`src/rtl/lcg_stim_gen.sv`:
```
// -----------------------------------------------------------------------------
// lcg_stim_gen
//   Run-time seedable, length-limited pseudo-random word source built on a
//   32-bit LCG (state = state*32'h41C64E6D + 32'h3039, mod 2^32). Each output
//   word is OUT_W bits wide. It is assembled from NSTEP = ceil(OUT_W/32)
//   successive LCG outputs, filled from the low slice to the high slice. The
//   top partial slice takes the low bits of the state.
//
// Ports
//   clk          in   rising-edge clock
//   rst_n        in   synchronous active-low reset
//   seed_load    in   IDLE only: write seed_in into the seed register
//   seed_in      in   32-bit seed
//   start        in   IDLE/DONE only: begin a run
//   abort        in   return to IDLE from any state (highest priority)
//   num_words    in   run length, 0 = unlimited, sampled on start
//   out_data     out  generated word
//   out_valid    out  out_data is valid
//   out_ready    in   consumer accepts the word
//   busy         out  generator is filling or presenting a word
//   done         out  run completed (level)
//   words_sent   out  handshakes completed in the current run (saturating)
// -----------------------------------------------------------------------------
module lcg_stim_gen #(
   parameter int          OUT_W        = 132,
   parameter int          CNT_W        = 32,
   parameter logic [31:0] SEED_DEFAULT = 32'd951948522
) (
   input  logic             clk,
   input  logic             rst_n,
   input  logic             seed_load,
   input  logic [31:0]      seed_in,
   input  logic             start,
   input  logic             abort,
   input  logic [CNT_W-1:0] num_words,
   output logic [OUT_W-1:0] out_data,
   output logic             out_valid,
   input  logic             out_ready,
   output logic             busy,
   output logic             done,
   output logic [CNT_W-1:0] words_sent
);

   localparam int NSTEP = (OUT_W + 31) / 32;
   localparam int IDX_W = (NSTEP > 1) ? $clog2(NSTEP) : 1;
   localparam int PAD_W = NSTEP * 32;

   localparam logic [IDX_W-1:0] K_LAST  = IDX_W'(NSTEP - 1);
   localparam logic [31:0]      LCG_MUL = 32'h41C64E6D;
   localparam logic [31:0]      LCG_INC = 32'h0000_3039;

   typedef enum logic [1:0] {
      ST_IDLE,
      ST_FILL,
      ST_PRESENT,
      ST_DONE
   } state_t;

   state_t             state_q, state_d;
   logic [31:0]        seed_q, seed_d;
   logic [31:0]        lcg_q, lcg_d;
   logic [IDX_W-1:0]   k_q, k_d;
   logic [CNT_W-1:0]   len_q, len_d;
   logic [CNT_W-1:0]   words_q, words_d;
   logic [OUT_W-1:0]   out_data_q, out_data_d;
   logic               out_valid_q, out_valid_d;
   logic               busy_q, busy_d;
   logic               done_q, done_d;

   logic [31:0]        lcg_next;
   logic [CNT_W-1:0]   words_inc;
   logic [PAD_W-1:0]   pad_v;
   logic               run_start;

   // Truncating 32x32 multiply plus constant; wrap-around is the mod 2^32.
   assign lcg_next  = lcg_q * LCG_MUL + LCG_INC;

   // Saturating increment: only reachable in unlimited mode, where
   // generation keeps going after the counter pins at all-ones.
   assign words_inc = (words_q == '1) ? words_q : words_q + CNT_W'(1);

   assign run_start = !abort && start && (state_q == ST_IDLE || state_q == ST_DONE);

   always_comb begin
      // NOTE: every signal assigned here gets a default first, so no path
      // through the case leaves a value unassigned and no latch is inferred.
      state_d    = state_q;
      seed_d     = seed_q;
      lcg_d      = lcg_q;
      k_d        = k_q;
      len_d      = len_q;
      words_d    = words_q;
      out_data_d = out_data_q;

      // Word is built in a 32-bit aligned scratch vector so the top partial
      // slice falls out of the final truncation to OUT_W bits.
      pad_v                    = '0;
      pad_v[OUT_W-1:0]         = out_data_q;
      pad_v[{k_q, 5'd0} +: 32] = lcg_next;

      if (abort) begin
         state_d = ST_IDLE;
      end else begin
         unique case (state_q)
            ST_IDLE: begin
               if (seed_load) seed_d = seed_in;
               if (start)     state_d = ST_FILL;
            end
            ST_FILL: begin
               lcg_d      = lcg_next;
               out_data_d = pad_v[OUT_W-1:0];
               if (k_q == K_LAST) state_d = ST_PRESENT;
               else               k_d     = k_q + IDX_W'(1);
            end
            ST_PRESENT: begin
               if (out_ready) begin
                  words_d = words_inc;
                  if (len_q != '0 && words_inc == len_q) begin
                     state_d = ST_DONE;
                  end else begin
                     state_d = ST_FILL;
                     k_d     = '0;
                  end
               end
            end
            ST_DONE: begin
               if (start) state_d = ST_FILL;
            end
            default: state_d = ST_IDLE;
         endcase

         // A seed_load in the same IDLE cycle as start seeds the run directly.
         if (run_start) begin
            lcg_d   = (state_q == ST_IDLE && seed_load) ? seed_in : seed_q;
            len_d   = num_words;
            words_d = '0;
            k_d     = '0;
         end
      end

      // Status outputs are registered copies of the next state.
      out_valid_d = (state_d == ST_PRESENT);
      busy_d      = (state_d == ST_FILL) || (state_d == ST_PRESENT);
      done_d      = (state_d == ST_DONE);
   end

   // NOTE: sequential state uses non-blocking assignments only, so every flop
   // samples the pre-edge value of every other flop.
   always_ff @(posedge clk) begin
      if (!rst_n) begin
         state_q     <= ST_IDLE;
         seed_q      <= SEED_DEFAULT;
         lcg_q       <= '0;
         k_q         <= '0;
         len_q       <= '0;
         words_q     <= '0;
         out_data_q  <= '0;
         out_valid_q <= 1'b0;
         busy_q      <= 1'b0;
         done_q      <= 1'b0;
      end else begin
         state_q     <= state_d;
         seed_q      <= seed_d;
         lcg_q       <= lcg_d;
         k_q         <= k_d;
         len_q       <= len_d;
         words_q     <= words_d;
         out_data_q  <= out_data_d;
         out_valid_q <= out_valid_d;
         busy_q      <= busy_d;
         done_q      <= done_d;
      end
   end

   assign out_data   = out_data_q;
   assign out_valid  = out_valid_q;
   assign busy       = busy_q;
   assign done       = done_q;
   assign words_sent = words_q;

endmodule

```
`config.mk`:
```
export PLATFORM = sky130hd
export DESIGN_NAME = lcg_stim_gen
export DESIGN_NICKNAME = d
export VERILOG_FILES = /design/src/rtl/lcg_stim_gen.sv
export SDC_FILE = /design/constraint.sdc
export NUM_CORES = 1
export LEC_CHECK = 0
export ABC_AREA = 1
export BUFFER_PORTS_ARGS = -buffer_cell sky130_fd_sc_hd__buf_2
export CORE_ASPECT_RATIO = 0.7
export CORE_MARGIN = 2
export CORE_UTILIZATION = 60
export CTS_CLUSTER_SIZE = 25
export DETAILED_ROUTE_END_ITERATION = 16
export GPL_TIMING_DRIVEN = 1
export PLACE_DENSITY = 0.86
export SLEW_MARGIN = 15
export SYNTH_ARGS = -nofsm -noshare
export SYNTH_HDL_FRONTEND = slang
export SYNTH_SLANG_ARGS = --single-unit
```
`constraint.sdc`:
```
create_clock -name clk -period 11.6 [get_ports clk]
set_input_delay 0.58 -clock clk [delete_from_list [all_inputs] [get_ports clk]]
set_output_delay 0.58 -clock clk [all_outputs]
set_load 0.005 [all_outputs]
```
==> flow_summary.ini <==
[critical_path]
path_max_fanout = 14
r2r-start = lcg_q[0]$_SDFFE_PN0P_
cp_slowest_stage_delay_ps = 910
reg2reg_setup_slack_ps = 3510
critPathKind = reg2reg
crit_arrival_ps = 8550
slowest_stage = dfxtp_1
r2r_end = out_data[51]$_SDFFE_PN0P_
worst_ep_required_time_ps = 12060
crit_path_end_kind = flop
worstSetupStartpointType = flop
rr_worst_depth = 28

[detailed_routing]
wl_per_cell_microns = 22.0
firstDrtPassIters = 6
final_antenna_net_count = 0
drtIter0Drc = 2721
wl_microns = 75100
dr_total_vias = 19900
via_per_inst = 5.81
drcViolationCount = 0

[timing]
drv_slew = 0
finalSetupTns_ps = 0
setup_viol = 0
hold_viol = 0
maxSlewHeadroom = 0.174
timing.fmax_mhz = 124
worst_pin_slew_ps = 1230
rsz0062_at_grt = false
clock_skew_ps = 15.1
fin_crit_sh = 0.697
post-route-min-period_ps = 8090

[clocking]
cts_inserted_buffers = 26
clockRootBuffer = clkbuf_16
cts_tree = yes
cts_hold_buffers = 0
clk_pin_slew_ps = 80
cts.repair.resized = 0
cts_buffer_depth = 3
post-cts-setup-buffers = 0
clock_latency_ps = 560
htreeDepth = 1
cts_num_sinks = 268

[job]
drv_cap = 0

[place]
port_buffers = 236
routabilityCongestion = 1.00
dp_hpwl_microns = 60000

[layout]
drive_gt1_frac = 0.109
nets = 3408
area_growth_pct = 11.4

[yosys]
ys_types = 43
synthArstFlopShare = 0
ys_seq_area_frac = 0.254
yosysWarnings = 0
syn_inst = 2747
avgSynthCellArea_sq_um = 7.69
synth_fp_nets = 3225
synth_edf_count = 0
synth_area_sq_um = 21100
ys_ff_latch = 268
ys.flop_type = dfxtp_1

[grt]
met1_usage = 0.637
global_route.usage.met3 = 0.133
gr-max-usage-layer = met1
grt_max_degree = 84
grt_pass1_wl_microns = 114000
grt_overflow_total = 0
antenna_found_initial = 1
use_met2 = 0.546
grt_pass1_vias = 18800
grt_usage = 0.408

[status]
outcome = complete, no violations

[floorplan]
dieArea_sq_um = 36700
num_io_pins = 237
initial_core_util = 0.609
core_area_sq_um = 34700
die_x_microns = 228
row_count = 57
die_y_microns = 161

[min_path]
hp-class = in2reg
hold_path_startpoint = seed_in[20]
holdPathStages = 3
holdPathEnd = seed_q[20]$_SDFFE_PN1P_
worst max-delay path, delay by kind of cell (launching register included):
kind,cells,cell delay (ps)
xor gates and xnor gates,1,550
AOI/OAI and AO/OA,4,970
adders and majority gates,9,3610
DFF,1,910
buffers and inverters,6,780
and+or+nand+nor,8,1140
worst max-delay path by stage:
| stage | startpoint | to | slack, ps | cells after the start |
|---|---|---|---|---|
| 2_1_floorplan | lcg_q[5]$_SDFFE_PN0P_ | out_data[125]$_SDFFE_PN0P_ | 5330 | 26 |
| 3_3_place_gp | lcg_q[0]$_SDFFE_PN0P_ | out_data[63]$_SDFFE_PN0P_ | 4010 | 26 |
| 3_5_place_dp | lcg_q[0]$_SDFFE_PN0P_ | out_data[51]$_SDFFE_PN0P_ | 3910 | 28 |
| 4_1_cts | lcg_q[0]$_SDFFE_PN0P_ | out_data[51]$_SDFFE_PN0P_ | 3810 | 28 |
| 5_1_grt | lcg_q[0]$_SDFFE_PN0P_ | out_data[51]$_SDFFE_PN0P_ | 3250 | 28 |
| 6_report | lcg_q[0]$_SDFFE_PN0P_ | out_data[51]$_SDFFE_PN0P_ | 3510 | 28 |
cells in the mapped netlist (all sizes together), types with 3 or more instances:
| cell | instances | share of area |
|---|---|---|
| a211oi | 5 | 0.0018 |
| a21o | 5 | 0.0018 |
| a21oi | 233 | 0.055 |
| a221oi | 5 | 0.0021 |
| a22oi | 6 | 0.0021 |
| a31oi | 26 | 0.0077 |
| buf | 11 | 0.0031 |
| clkbuf | 85 | 0.015 |
| clkinv | 3 | 0.00053 |
| dfxtp | 268 | 0.25 |
| fa | 188 | 0.18 |
| ha | 220 | 0.13 |
| inv | 549 | 0.098 |
| nand2 | 548 | 0.098 |
| nand3 | 94 | 0.023 |
| nand4 | 22 | 0.0065 |
| nor2 | 193 | 0.035 |
| nor3 | 7 | 0.0019 |
| nor4 | 8 | 0.0027 |
| o211ai | 17 | 0.0060 |
| o21ai | 153 | 0.036 |
| o21bai | 3 | 0.0011 |
| o221ai | 3 | 0.0012 |
| or2 | 3 | 0.00089 |
| xnor2 | 41 | 0.017 |
| xor2 | 42 | 0.017 |
cell families after synthesis:
| family | count (synthesis) | share of synthesized area |
|---|---|---|
| and+or+nand+nor | 878 | 0.170 |
| AOI/OAI and AO/OA | 462 | 0.117 |
| xor gates and xnor gates | 83 | 0.0344 |
| buffers and inverters | 648 | 0.116 |
| adders and majority gates | 408 | 0.308 |
| DFF | 268 | 0.254 |
area by class of cell:
type	instances	area, sq um
antenna	1	2.50
inverter	552	2080
sequential	268	5370
fill	2946	11100
tap	472	591
multi-input combinational	1831	13300
timing repair buffer	251	1300
clock inverter	14	171
clock buffer	32	713
per-layer routing:
| layer | part of all wire | wire length, microns |
|---|---|---|
| met5 | 0 | 0 |
| met4 | 0.019 | 1430 |
| met3 | 0.15 | 11100 |
| met2 | 0.39 | 29000 |
| met1 | 0.45 | 33600 |
flip-flops by register name, indices dropped and copies added, names as in the netlist:
| name | cells |
|---|---|
| len_q | 32 |
| seed_q | 32 |
| out_valid | 1 |
| words_sent | 32 |
| k_q | 3 |
| done | 1 |
| state_q | 2 |
| out_data | 132 |
| lcg_q | 32 |
| busy | 1 |
placed cells by master (no fill, tap or decap), types with 6 or more instances in the layout:
cell,n
buf_4,15
ha_1,220
o211ai_1,17
nand3_1,92
fa_1,188
o21ai_0,153
a22oi_1,6
nor4_1,6
nor3_1,6
dfxtp_1,268
clkinv_2,6
inv_1,543
xor2_1,42
nand2_1,544
xnor2_1,41
clkbuf_16,26
a31oi_1,26
buf_2,235
nor2_1,184
nand4_1,22
nor2_2,7
a21oi_1,233
stage by stage:
stage | hold slack [ps] | std cells | util | cell area (sq um) | setup slack, ps
6_report | 259 | 3421 | 0.679 | 23500 | 3510
2_1_floorplan | 424 | 2747 | - | 21100 | 5330
5_1_grt | 265 | 3421 | 0.679 | 23500 | 3250
3_5_place_dp | 437 | 3373 | 0.653 | 22600 | 3910
3_3_place_gp | 432 | 3373 | 0.653 | 22600 | 4010
4_1_cts | 251 | 3419 | 0.679 | 23500 | 3810
Power is left out: the tool's default activity adds up to more than one toggle a clock period on the data nets, which glitch-free logic cannot reach.
